### src/rtl/alu_exec_unit.sv
// Execute-stage unit: forwarded operand select, single-cycle ALU, iterative multiply.
// Define ALU_DIV_EN to build the iterative unsigned divider (opcodes 11/12).
module alu_exec_unit #(
  parameter int N   = 24,
  parameter int SHW = $clog2(N)
) (
  input  logic         clk,
  input  logic         rst,
  input  logic         in_valid,
  output logic         in_ready,
  input  logic [N-1:0] rd1,
  input  logic [N-1:0] rd2,
  input  logic [N-1:0] pc,
  input  logic [N-1:0] imm,
  input  logic [N-1:0] aluOut,
  input  logic [N-1:0] result,
  input  logic [3:0]   aluControl,
  input  logic         immSrc,
  input  logic         branchFlag,
  input  logic [1:0]   Fa,
  input  logic [1:0]   Fb,
  output logic         out_valid,
  output logic [N-1:0] aluResult,
  output logic [1:0]   flags,
  output logic         busy
);

  localparam int CW = $clog2(N + 1);
  localparam logic [SHW:0] NW = (SHW + 1)'(N);

  typedef enum logic [1:0] {
    IDLE = 2'd0,
    MUL  = 2'd1,
`ifdef ALU_DIV_EN
    DIV  = 2'd2,
`endif
    DONE = 2'd3
  } state_t;

  state_t        r_state;
  logic [CW-1:0] r_cnt;
  logic [N-1:0]  r_acc;
  logic [N-1:0]  r_a;
  logic [N-1:0]  r_b;
  logic [N-1:0]  r_result;
  logic [1:0]    r_flags;
  logic          r_out_valid;

  logic [N-1:0]  w_op1;
  logic [N-1:0]  w_op2;
  logic [N-1:0]  w_alu_res;
  logic [N-1:0]  w_done_res;
  logic [SHW-1:0] w_amt;
  logic          w_big;
  logic          w_accept;

  assign busy      = (r_state != IDLE);
  assign in_ready  = !busy;
  assign w_accept  = in_valid && in_ready;
  assign out_valid = r_out_valid;
  assign aluResult = r_result;
  assign flags     = r_flags;

  always_comb begin
    w_op1 = rd1;
    w_op2 = rd2;
    if (branchFlag)      w_op1 = pc;
    else if (Fa == 2'b01) w_op1 = aluOut;
    else if (Fa == 2'b10) w_op1 = result;
    if (immSrc)          w_op2 = imm;
    else if (Fb == 2'b01) w_op2 = aluOut;
    else if (Fb == 2'b10) w_op2 = result;
  end

  assign w_amt = w_op2[SHW-1:0];
  assign w_big = ({1'b0, w_amt} >= NW);

  always_comb begin
    w_alu_res = '0;
    case (aluControl)
      4'd0:  w_alu_res = w_op1 + w_op2;
      4'd1:  w_alu_res = w_op1 - w_op2;
      4'd2:  w_alu_res = w_op1 & w_op2;
      4'd3:  w_alu_res = w_op1 | w_op2;
      4'd4:  w_alu_res = w_op1 ^ w_op2;
      4'd5:  w_alu_res = w_big ? '0 : (w_op1 << w_amt);
      4'd6:  w_alu_res = w_big ? '0 : (w_op1 >> w_amt);
      4'd7:  w_alu_res = w_big ? {N{w_op1[N-1]}} : N'($signed(w_op1) >>> w_amt);
      4'd8:  w_alu_res = {{(N-1){1'b0}}, ($signed(w_op1) < $signed(w_op2))};
      4'd10: w_alu_res = w_op2;
      default: w_alu_res = '0;
    endcase
  end

`ifdef ALU_DIV_EN
  // Divider reuses the multiply registers: r_acc = dividend/quotient, r_a = remainder, r_b = divisor.
  logic         r_want_rem;
  logic [N:0]   w_shift;
  logic [N:0]   w_trial;
  assign w_shift    = {r_a, r_acc[N-1]};
  assign w_trial    = w_shift - {1'b0, r_b};
  assign w_done_res = r_want_rem ? r_a : r_acc;
`else
  assign w_done_res = r_acc;
`endif

  always_ff @(posedge clk) begin
    if (rst) begin
      r_state     <= IDLE;
      r_cnt       <= '0;
      r_acc       <= '0;
      r_a         <= '0;
      r_b         <= '0;
      r_result    <= '0;
      r_flags     <= 2'b01;
      r_out_valid <= 1'b0;
`ifdef ALU_DIV_EN
      r_want_rem  <= 1'b0;
`endif
    end else begin
      r_out_valid <= 1'b0;
      case (r_state)
        IDLE: begin
          if (w_accept) begin
            if (aluControl == 4'd9) begin
              r_state <= MUL;
              r_a     <= w_op1;
              r_b     <= w_op2;
              r_acc   <= '0;
              r_cnt   <= CW'(N);
            end
`ifdef ALU_DIV_EN
            else if (aluControl == 4'd11 || aluControl == 4'd12) begin
              r_want_rem <= (aluControl == 4'd12);
              if (w_op2 == '0) begin
                r_acc   <= '1;
                r_a     <= w_op1;
                r_state <= DONE;
              end else begin
                r_acc   <= w_op1;
                r_a     <= '0;
                r_b     <= w_op2;
                r_cnt   <= CW'(N);
                r_state <= DIV;
              end
            end
`endif
            else begin
              r_result    <= w_alu_res;
              r_flags     <= {w_alu_res[N-1], ~|w_alu_res};
              r_out_valid <= 1'b1;
            end
          end
        end
        MUL: begin
          if (r_b[0]) r_acc <= r_acc + r_a;
          r_a   <= r_a << 1;
          r_b   <= r_b >> 1;
          r_cnt <= r_cnt - 1'b1;
          if (r_cnt == CW'(1)) r_state <= DONE;
        end
`ifdef ALU_DIV_EN
        DIV: begin
          // Borrow out of the trial subtract means the divisor did not fit: restore.
          r_acc <= {r_acc[N-2:0], ~w_trial[N]};
          r_a   <= w_trial[N] ? w_shift[N-1:0] : w_trial[N-1:0];
          r_cnt <= r_cnt - 1'b1;
          if (r_cnt == CW'(1)) r_state <= DONE;
        end
`endif
        DONE: begin
          r_result    <= w_done_res;
          r_flags     <= {w_done_res[N-1], ~|w_done_res};
          r_out_valid <= 1'b1;
          r_cnt       <= '0;
          r_state     <= IDLE;
        end
        default: r_state <= IDLE;
      endcase
    end
  end

endmodule
### config.mk
export PLATFORM = sky130hd
export DESIGN_NAME = alu_exec_unit
export DESIGN_NICKNAME = d
export VERILOG_FILES = /design/src/rtl/alu_exec_unit.sv
export SDC_FILE = /design/constraint.sdc
export NUM_CORES = 1
export LEC_CHECK = 0
export CAP_MARGIN = 0
export CELL_PAD_IN_SITES_DETAIL_PLACEMENT = 1
export CELL_PAD_IN_SITES_GLOBAL_PLACEMENT = 1
export CORE_AREA = 2 2 205 187
export DETAILED_ROUTE_END_ITERATION = 6
export DIE_AREA = 0 0 207 189
export GPL_TIMING_DRIVEN = 0
export PLACE_DENSITY = 0.86
export SYNTH_ARGS = -nofsm -noshare
export SYNTH_HDL_FRONTEND = slang
export SYNTH_SLANG_ARGS = --single-unit
### constraint.sdc
create_clock -name clk -period 7.4 [get_ports clk]
set_input_delay 2.22 -clock clk [delete_from_list [all_inputs] [get_ports clk]]
set_output_delay 2.22 -clock clk [all_outputs]
set_load 0.02 [all_outputs]
* Word-level counts from Yosys, hierarchy flattened
Index checks and enable logic that the tools add are counted.
** Storage, ports and cells
- Register bits :: 106
- Output and inout bits :: 29
** Cells by class
- Add/subtract/negate cells :: 4
- $lt $le $gt $ge :: 2
- Equality and inequality tests :: 22
- Shift operators :: 3
- Mux-type cells :: 36
- Bitwise operators :: 3
- Reductions and logical operators :: 17
** Operator list (number)
- $mux 24 :: 18
- $pmux 24 s10 :: 1
- $pmux 24 s2 :: 4
- $add 24x24->24 :: 2
- $reduce_or 24->1 :: 2
- $and 24x24->24 :: 1
- $lt 24x24->1 :: 1
- $or 24x24->24 :: 1
- $shl 24x5->24 :: 1
- $shr 24x5->24 :: 1
- $sshr 24x5->24 :: 1
- $sub 24x24->24 :: 1
- $xor 24x24->24 :: 1
- $eq 4x3->1 const B :: 4
- $pmux 5 s3 :: 1
- $eq 4x4->1 const B :: 3
- $reduce_and 3->1 :: 4
- $mux 2 :: 5
- $mux 5 :: 2
- $ne 2x2->1 const B :: 5
- $eq 4x2->1 const B :: 2
- $pmux 2 s2 :: 2
- $eq 2x1->1 const B :: 3
- $eq 2x2->1 const B :: 3
- other kinds (13) :: 18

* Depth between registers and ports, before layout
Gate-level depths: netlist (run 1).
- Word-level depth :: 12
- Gate-level depth with buffers :: 24
- Gate-level depth less buffers :: 20

* Least setup slack after synthesis (run 1)
OpenSTA, ideal clock, no wires.
- Path type :: input to register
- From :: in immSrc
- To :: reg r_flags[0], in the netlist flags[0]
- Library setup time :: 0.074 ns
- Arrival :: 7.178 ns
- Required time :: 7.326 ns
- Setup slack :: 0.148 ns
- Stages :: 21
- Buffers on the path :: 6
- Cell sequence :: buf_2 nor2_2 a221o_1 buf_2 buf_6 clkbuf_1 clkbuf_1 ha_1 buf_2 a221o_1 o41a_1 a21o_1 o211a_1 o21ai_1 a211o_1 a31oi_1 nor4_1 nand4_1 or4_1 or4_1 a31oi_1
** On the way
- Cells in the longest elaborated chain, start to end :: 9
- Elaborated cells between the ends (all ways) :: 20
- Classes of those cells :: 2 x add/sub; 2 x order compare; 3 x shift; 8 x mux; 3 x bitwise; 2 x reduce/logical
** Ends and longest elaborated chain
- start, declared :: RTL line 18 : input logic immSrc,
- $mux 24 * :: RTL line 70 : if (immSrc) w_op2 = imm;
- parallel branches: the longest is 2 deep, another holds $sub 24x24->24
- $pmux 24 s10 * :: RTL line 80 : case (aluControl)
- $reduce_or 24->1 * :: RTL line 150 : r_flags <= {w_alu_res[N-1], ~|w_alu_res};
- $logic_not 1->1 * :: RTL line 150
- $mux 2 * :: RTL line 125 : if (aluControl == 4'd9) begin
- $mux 2 * :: RTL line 124 : if (w_accept) begin
- $pmux 2 s2 * :: RTL line 122 : case (r_state)
- end signal, assigned :: RTL line 150
- end signal, assigned :: RTL line 173 : r_flags <= {w_done_res[N-1], ~|w_done_res};
- end, declared :: RTL line 46 : logic [1:0] r_flags;
Mark *: on every way between the ends. The select of a mux whose other input is x is not followed.
A chain may end at the register's enable or synchronous reset.

* Worst setup path after layout (run 1)
- From :: in aluOut[4]
- To :: reg r_flags[0], in the netlist flags[0]
** On the way
- Cells in the longest elaborated chain, start to end :: 10
- Elaborated cells between the ends (all ways) :: 23
- Classes of those cells :: 2 x add/sub; 2 x order compare; 3 x shift; 11 x mux; 3 x bitwise; 2 x reduce/logical
** Ends and longest elaborated chain
- start, declared :: RTL line 15 : input logic [N-1:0] aluOut,
- parallel branches: the longest is 4 deep, another holds $sub 24x24->24
- $pmux 24 s10 * :: RTL line 80
- $reduce_or 24->1 * :: RTL line 150
- $logic_not 1->1 * :: RTL line 150
- $mux 2 * :: RTL line 125
- $mux 2 * :: RTL line 124
- $pmux 2 s2 * :: RTL line 122
Marks and branches as above.

==> flow_summary.yaml, run 1 <==
layout:
  postLayoutCellArea_um2: 18100
  layout-drive-gt1-share_pct: 13.0
  mostFrequentLayoutCells: "nor2_1 (217), a21oi_1 (180), clkdlybuf4s50_1 (173)"
  stdcell_count: 2680
  fillCellCount: 4553
  antennaDiodeCount: 0
  area_delta_synth_final_pct: 30.5
  nNetsFinal: 2454
  final_common_cell: "nor2_1"
pwr:
  pwr-share-seq_pct: 21.1
  p_int_mw: 1.65
  ir_drop_mv: 0.115
  p_comb_share_pct: 62.3
  sw_frac_of_total_pct: 49.5
  power_density_nw_per_um2: 181
  power.clock.fraction_pct: 16.6
  leakage_nw: 7.10
  p_switching_mw: 1.62
timing:
  setup_viol: 0
  slew_headroom_pct: 4.50
  skew_ns: 0.00754
  finalCriticalPeriod_ns: 7.37
  fin_crit_sh_pct: 99.5
  hold_violations: 0
  tightestPinTransition_ns: 1.42
  maxClockFrequency_mhz: 136
  drv_slew: 0
placed_design:
  port_buffers: 180
  dp.cells: 2616
  hpwl_um: 65100
  place_congestion: 1.06
  place_area_um2: 16300
detailed_routing:
  wl_per_cell_um: 31.3
  ant_nets: 0
  drt_iter0_markers: 2290
  wl_um: 83900
  num_vias: 17976
  first_pass_iters: 6
  viasPerCell: 6.71
  drc: 0
min_path:
  hold_class: "reg2reg"
synthesis:
  netlist_area_um2: 13900
  synth_seq_cells: 105
  synth_top_area_share_pct: 15.1
  yosysSeqAreaShare_pct: 15.1
  yosysUniqueCellTypes: 93
  synth_ff_type: "dfxtp_1"
  synthTopCellsByArea: "dfxtp_1 (15%), mux2i_1 (11%), ha_1 (9.2%)"
  synth_edf_count: 0
  netlist_instances: 1952
  avgSynthCellArea_um2: 7.12
  yosysTopAreaCell: "dfxtp_1"
  synth_warnings: 0
  syn-num-nets: 2214
  async_reset_ff_share_pct: 0
grt:
  grt_use_met3_pct: 10.8
  grt_pass1_vias: 17900
  grt.total_usage_pct: 41.2
  grt_pass1_wl_um: 122000
  grt.overflow.total: 0
  grt_start_max_net_pins: 30
  grt_antenna_before_repair: 4
  grtUsageMet2_pct: 61.1
  met1_usage_pct: 56.5
  grt-busiest-layer: "met2"
clocking:
  htreeDepth: 3
  path_clk_slew_ns: 0.08
  cts_buffers: 9
  worstSkewPairLatency_ns: 0.37
  cts_tree: "done"
  cts_hold_buf: 0
  cts_root_buffer: "clkbuf_16"
  clockBufferDepth: 2
  cts_sinks: 105
floorplan:
  dieArea_um2: 39100
  die_w_um: 207
  ioPinCount: 186
  die_height_um: 189
  rows: 67
  start_util_pct: 37.7
  core_area_um2: 36900
critical_path:
  critPathBufInv: 5
  cp.required_ns: 7.70
  startpoint_type: "input pin"
  cpPeakStageDelay_ns: 0.63
  arrival_ns: 7.66
  crit_type: "in2reg"
  cpLargestDelayFamily: "simple AND/OR/NAND/NOR gates"
  cpMaxStageDelayCell: "o31ai_4"
  path_cells: "clkdlybuf4s50_1 -> mux2_1 -> a222oi_1 -> buf_4 -> buf_12 -> clkinvlp_4 -> buf_12 -> ha_2 -> and2_4 -> a2111oi_4 -> o21bai_4 -> nand2_2 -> a21oi_1 -> o31ai_4 -> nand3_4 -> nor4_4 -> nand4_1 -> or4_4 -> or4_4 -> a31oi_1"
  cp_max_fo: 10
  crit_path_end_kind: "flop"
status:
  outcome: "completed"
flow_run:
  drv_cap: 0
## metal layers
metal	part of all wire [%]	vias up
li1	-	7761
met1	42	8932
met2	42	1059
met3	11	216
met4	4.8	8
met5	0.064	-
## per-stage QoR
stage	utilization, %	power, mW	setup TNS (ns)	setup slack, ns	hold WS, ns
6_report	49.2	3.28	0	0.0337	0.458
5_1_grt	49.2	3.41	-0.0729	-0.0729	0.474
3_5_place_dp	44.2	2.43	-29.52	-2.63	0.450
3_3_place_gp	44.2	2.39	-28.91	-2.94	0.438
4_1_cts	47.8	3.12	0	0.00128	0.462
2_1_floorplan	-	1.73	0	0.148	0.432
## Yosys cell counts (all sizes together), types with 6 or more instances
library cell and instances:
nor2 223, a21oi 201, nand2 175, mux2i 155
o21ai 125, dfxtp 105, ha 102, clkbuf 100
inv 83, a211oi 76, a22oi 65, buf 54
nor3 51, nand3 36, nor2b 35, o211ai 26
o22ai 25, o221ai 22, nor4 21, a221oi 20
a31oi 20, a21o 17, nand2b 17, xnor2 16
nand4 15, xor2 12, a22o 9, o21a 9
a2111oi 8, a221o 8, o31ai 8, or3 8
and3 7, o2111ai 7, and2 6, mux2 6
o21bai 6
## registers in the layout (all words and copies together) (netlist names)
| name | cells |
|---|---|
| aluResult | 24 |
| r_a | 24 |
| r_acc | 24 |
| r_b | 24 |
| r_cnt | 5 |
| r_state | 2 |
| flags | 1 |
| out_valid | 1 |
## cell families after synthesis
logic type / after synthesis / synth area share, %
muxes: 161 / 11.8
buffers and inverters: 238 / 7.50
adders and majority gates: 105 / 9.61
DFF: 105 / 15.1
and+or+nand+nor: 606 / 19.8
AOI/OAI and AO/OA: 709 / 34.4
xor gates and xnor gates: 28 / 1.76
## area by class of cell
cell class | instances | area, um^2 | area share [%]
Buffer | 137 | 868 | 4.79
Clock buffer | 9 | 225 | 1.24
Clock inverter | 7 | 103 | 0.566
Inverter | 84 | 337 | 1.86
Multi-Input combinational cell | 1609 | 11500 | 63.6
Sequential cell | 105 | 2100 | 11.6
Tap cell | 483 | 604 | 3.33
Timing Repair Buffer | 246 | 2370 | 13.1
## final timing paths
path / startpoint / endpoint / slack (ns) / cells past startpoint
max: aluOut[4] / flags[0] / 0.03 / 20
min: r_b[14] / r_b[14] / 0.46 / 2
max reg2reg: r_acc[0] / r_acc[22] / 3.20 / 15
min reg2reg: r_b[14] / r_b[14] / 0.46 / 2
## power by group through the flow
stage / Combinational, mW / Sequential (mW) / Clock [mW]
2_1_floorplan: 1.03 / 0.704 / 0
3_3_place_gp: 1.69 / 0.697 / 0
3_5_place_dp: 1.73 / 0.700 / 0
4_1_cts: 1.88 / 0.688 / 0.552
5_1_grt: 2.14 / 0.696 / 0.576
6_report: 2.04 / 0.690 / 0.545
## worst reg2reg max path: cells and delay by family (launching register included)
| family | cells | cell delay, ns |
|---|---|---|
| AO/OA/AOI/OAI | 10 | 2.62 |
| adder cells (fa/ha/maj) | 2 | 0.68 |
| flip-flops | 1 | 0.40 |
| AND/OR/NAND/NOR | 2 | 0.25 |
| XOR/XNOR | 1 | 0.17 |
## repair_timing
action | CTS | global route
setup endpoints to repair | 23 | 1
resized for setup | 174 | 85
pin swaps | 23 | 31
cloned | 1 | 2
setup buffers | 36 | 26
(Power assumes the default switching activity.)
==> run 2, diff against run 1 <==
- CTS_BUF_LIST: default -> sky130_fd_sc_hd__clkbuf_4
==> flow_summary.yaml, run 2 (synthesized netlist as in run 1, its figures left out) <==
placed_design:
  dp.cells: 2616
  place_area_um2: 16300
  place_congestion: 1.06
  hpwl_um: 65100
  port_buffers: 180
timing:
  maxClockFrequency_mhz: 136
  hold_violations: 0
  tightestPinTransition_ns: 1.40
  setup_viol: 0
  finalCriticalPeriod_ns: 7.36
  drv_slew: 0
  fin_crit_sh_pct: 99.4
  skew_ns: 0.0173
  setup_tns_ns: 0
  slew_headroom_pct: 5.96
detailed_routing:
  ant_nets: 0
  first_pass_iters: 5
  drc: 0
  wl_um: 82800
  num_vias: 17842
  wl_per_cell_um: 31.1
  drt_iter0_markers: 2037
  viasPerCell: 6.70
layout:
  final_common_cell: "nor2_1"
  multi_input_area_um2: 11400
  mostFrequentLayoutCells: "nor2_1 (218), a21oi_1 (184), clkdlybuf4s50_1 (176)"
  layout-drive-gt1-share_pct: 11.4
  area_delta_synth_final_pct: 26.4
  nNetsFinal: 2437
  fillCellCount: 4637
  stdcell_count: 2664
  postLayoutCellArea_um2: 17600
  regArea_um2: 2100
grt:
  grt_antenna_before_repair: 4
  grt_pass1_wl_um: 121000
  grt.total_usage_pct: 40.8
  grt.overflow.total: 0
  grt_start_max_net_pins: 30
  grt_pass1_vias: 17713
clocking:
  htreeDepth: 3
  cts_hold_buf: 0
  cts_root_buffer: "clkbuf_4"
  clockBufferDepth: 2
  cts_tree: "done"
  cts_sinks: 105
  cts_buffers: 9
  worstSkewPairLatency_ns: 0.54
  path_clk_slew_ns: 0.18
floorplan:
  start_util_pct: 37.7
  die_height_um: 189
  dieArea_um2: 39100
  die_w_um: 207
  core_area_um2: 36900
  rows: 67
  ioPinCount: 186
critical_path:
  crit_top_cell: "buf_4"
  startpoint_type: "input pin"
  cp_max_fo: 10
  path_cells: "clkdlybuf4s50_1 -> mux2_1 -> a222oi_1 -> buf_4 -> clkinvlp_4 -> buf_4 -> ha_1 -> and2_1 -> a2111oi_4 -> o21bai_4 -> nand2_1 -> a21oi_1 -> o31ai_4 -> nand3_4 -> nor4_4 -> nand4_1 -> or4_4 -> or4_1 -> a31oi_1"
  cp.required_ns: 7.88
  crit_type: "in2reg"
  arrival_ns: 7.84
  cpLargestDelayFamily: "simple AND/OR/NAND/NOR gates"
  critPathBufInv: 4
  cpMaxStageDelayCell: "o31ai_4"
  cpPeakStageDelay_ns: 0.62
  crit_path_end_kind: "flop"
pwr:
  ir_drop_mv: 0.0875
  leakage_nw: 6.86
  power_density_nw_per_um2: 173
status:
  outcome: "completed"
flow_run:
  drv_cap: 0
min_path:
  hold_class: "reg2reg"
-- run 2: cell types whose count changed in the layout (fill, tap and decap cells not counted), moves of 5 or more --
cell / change
buf_4: -12
ha_1: +5
ha_4: -5
buf_12: -5
clkbuf_4: +13
clkbuf_16: -11
-- run 2: metrics by stage --
| step | hold slack, ns | worst slack, ns | utilization [%] | power, mW |
|---|---|---|---|---|
| 6_report | 0.469 | 0.0440 | 47.6 | 3.03 |
| 5_1_grt | 0.485 | -0.0438 | 47.6 | 3.16 |
| 4_1_cts | 0.472 | 0.00839 | 46.9 | 2.91 |
| 3_5_place_dp | 0.450 | -2.63 | 44.2 | 2.43 |
| 3_3_place_gp | 0.438 | -2.94 | 44.2 | 2.39 |
| 2_1_floorplan | 0.432 | 0.148 | - | 1.73 |
-- run 2: path summary, 6_finish.rpt --
check / startpoint / depth (start not counted) / slack (ns) / endpoint
setup / recovery: rd2[4] / 19 / 0.04 / flags[0]
hold / removal: r_b[18] / 2 / 0.47 / r_b[18]
setup reg to reg: r_acc[0] / 15 / 3.15 / r_acc[22]
hold reg to reg: r_b[18] / 2 / 0.47 / r_b[18]
-- run 2: layer usage --
metal | track usage [%] | vias up | wire length [um]
li1 | - | 7722 | -
met5 | 0 | - | 31
met4 | 14.4 | 6 | 3660
met3 | 9.84 | 193 | 8120
met2 | 61.0 | 992 | 34500
met1 | 57.0 | 8929 | 36500
-- run 2: layout make-up --
cell class / instances / area share [%]
Antenna cell: 1 / 0.0142
Buffer: 142 / 4.72
Clock buffer: 9 / 0.385
Clock inverter: 7 / 0.584
Inverter: 84 / 1.89
Multi-Input combinational cell: 1609 / 64.9
Sequential cell: 105 / 12.0
Tap cell: 483 / 3.44
Timing Repair Buffer: 224 / 12.2
-- run 2: report_power, final --
part           switching [mW]  internal (mW)  total (mW)
logic                    1.30          0.676        1.97
registers              0.0560          0.635       0.691
clock network           0.227          0.140       0.366
total                    1.58           1.45        3.03
-- run 2: what timing repair did --
item | 4_1_cts | 5_1_grt
pin swaps | 16 | 15
resized for setup | 144 | 56
setup endpoints to repair | 21 | 2
cloned | 1 | 0
buffers inserted | 31 | 11
-- run 2: worst min-delay path, cell delays in order (launching register included) --
cell	delay, ns
dfxtp_1	0.35
nand2_1	0.05
a21oi_1	0.05
==> run 3, diff against run 2 <==
- SKIP_LAST_GASP: default -> 1
==> results of run 3 <==
The final DEF is identical to that of run 2; final timing and power are the same.
==> RTL edit: new RTL, config.mk and constraints of run 2 <==
The option `ALU_DIV_EN` is turned on by a define.
--- a/src/rtl/alu_exec_unit.sv
+++ b/src/rtl/alu_exec_unit.sv
@@ -1,5 +1,7 @@
 // Execute-stage unit: forwarded operand select, single-cycle ALU, iterative multiply.
 // Define ALU_DIV_EN to build the iterative unsigned divider (opcodes 11/12).
+`define ALU_DIV_EN
+
 module alu_exec_unit #(
   parameter int N   = 24,
   parameter int SHW = $clog2(N)
Behaviour: not the same (a bounded check fails within 4 cycles, from zero or initial values and one cycle with rst high).
==> RTL edit against run 2 <==
The flow now finishes with violations (design-rule violations, negative setup slack). Cell area rose by 12%. Power is 55% higher. Hold slack gained 1.4 ps. Combinational power increased by 78%. Register-to-register slack worse by 680 ps. Worst setup slack lost 170 ps. Count of clock-buffer cells in the layout is 1 higher. Synthesized cell count rose by 18%. Synthesized area up 15%. Wire length increased by 19%. Critical path depth is 3 lower. Sequential share of layout area decreased by 1.1 points. Global-route usage up 6.9 points. Sequential cell count rose by 1. Critical path type unchanged.
==> RTL edit: results (changes against run 2) <==
Placement
  • Place WS: -2480 ps (was -2630 ps)
  • Port bufs: 181 (was 180)
  • GP Congestion: 1.08 (was 1.06)
  • Post-DP HPWL: 78.3 mm (was 65.1 mm)

Routing
  • Final wirelength: 98.4 mm (was 82.8 mm)
  • Vias/cell: 7.24 (was 6.70)
  • WL met2: 39.1 mm (was 34.5 mm)
  • DR pass1 iterations: 7 (was 5)
  • DRC: 2 (was 0)

STA
  • # setup viols final: 1 (was 0)
  • Final hold slack: 470 ps (was 469 ps)
  • Clock Skew: 17.0 ps (was 17.3 ps)
  • Post-route setup slack: -124 ps (was 44.0 ps)
  • Setup TNS: -124 ps (was 0 ps)

Cells and area
  • Layout sequential cell count: 106 (was 105)
  • Synth-to-layout area growth: 22.3% (was 26.4%)
  • Signal inverters: 116 (was 84)
  • ClkCell Share: 0.657% (was 0.969%)
  • Fraction of area in multi-input gates: 68.6% (was 64.9%)
  • Final net count: 2807 (was 2437)
  • Clock buffers: 10 (was 9)
  • Multi-In Gates: 1925 (was 1609)

Status
  • Failing checks: design-rule violations, negative setup slack
  • Status: finished with violations (was complete, no violations)

Logic synthesis
  • Syn Inst Count: 2308 (was 1952)
  • Post-Syn Area: 16000 um^2 (was 13900 um^2)
  • Unique masters post-synth: 86 (was 93)
  • Synth top cells by count: nor2_1 (280), a21oi_1 (216), nand2_1 (202) (was nor2_1 (219), a21oi_1 (201), nand2_1 (174))
  • Register area share after synthesis: 13.2% (was 15.1%)

Power
  • Lkg Pwr: 7.69 nW (was 6.86 nW)

Global routing
  • Pin count of the biggest net entering global routing: 21 (was 30)
  • GRT met3 Usage: 18.0% (was 9.84%)

Critical path
  • Slowest CP cell: a21oi_1 (was o31ai_4)
  • Worst Path Arrival: 8010 ps (was 7840 ps)

Clocking
  • Post-cts sizing count: 136 (was 144)
[RTL edit: cell types whose count changed after synthesis, sizes merged, moves of 16 or more]
cell	before	now
nor3	51	71
a22oi	65	22
o211ai	26	49
a21o	17	41
mux2	6	51
mux2i	155	104
o21ai	125	99
ha	102	127
nor2	223	281
inv	83	114
o22ai	25	77
nand2b	17	33
xnor2	16	34
nand2	175	203
[RTL edit: cell families (layout without fill, tap and decap cells)]
kind of cell | after synthesis | count (layout) | synth area share (%)
multiplexers | 155 | 155 | 10.2
AND/OR/NAND/NOR | 746 | 746 | 21.0
XOR/XNOR | 50 | 50 | 2.73
adder cells (fa/ha/maj) | 131 | 131 | 10.4
flip-flops | 106 | 106 | 13.2
other | 0 | 2 | 0
AO/OA/AOI/OAI | 843 | 843 | 35.5
buffers and inverters | 277 | 491 | 6.96
[RTL edit: power by group]
part           switching (W)  total [W]  internal [W]
Clock               0.000222   0.000326      0.000104
Combinational        0.00228    0.00351       0.00123
Sequential          0.000170   0.000870      0.000699
Total                0.00267    0.00470       0.00203
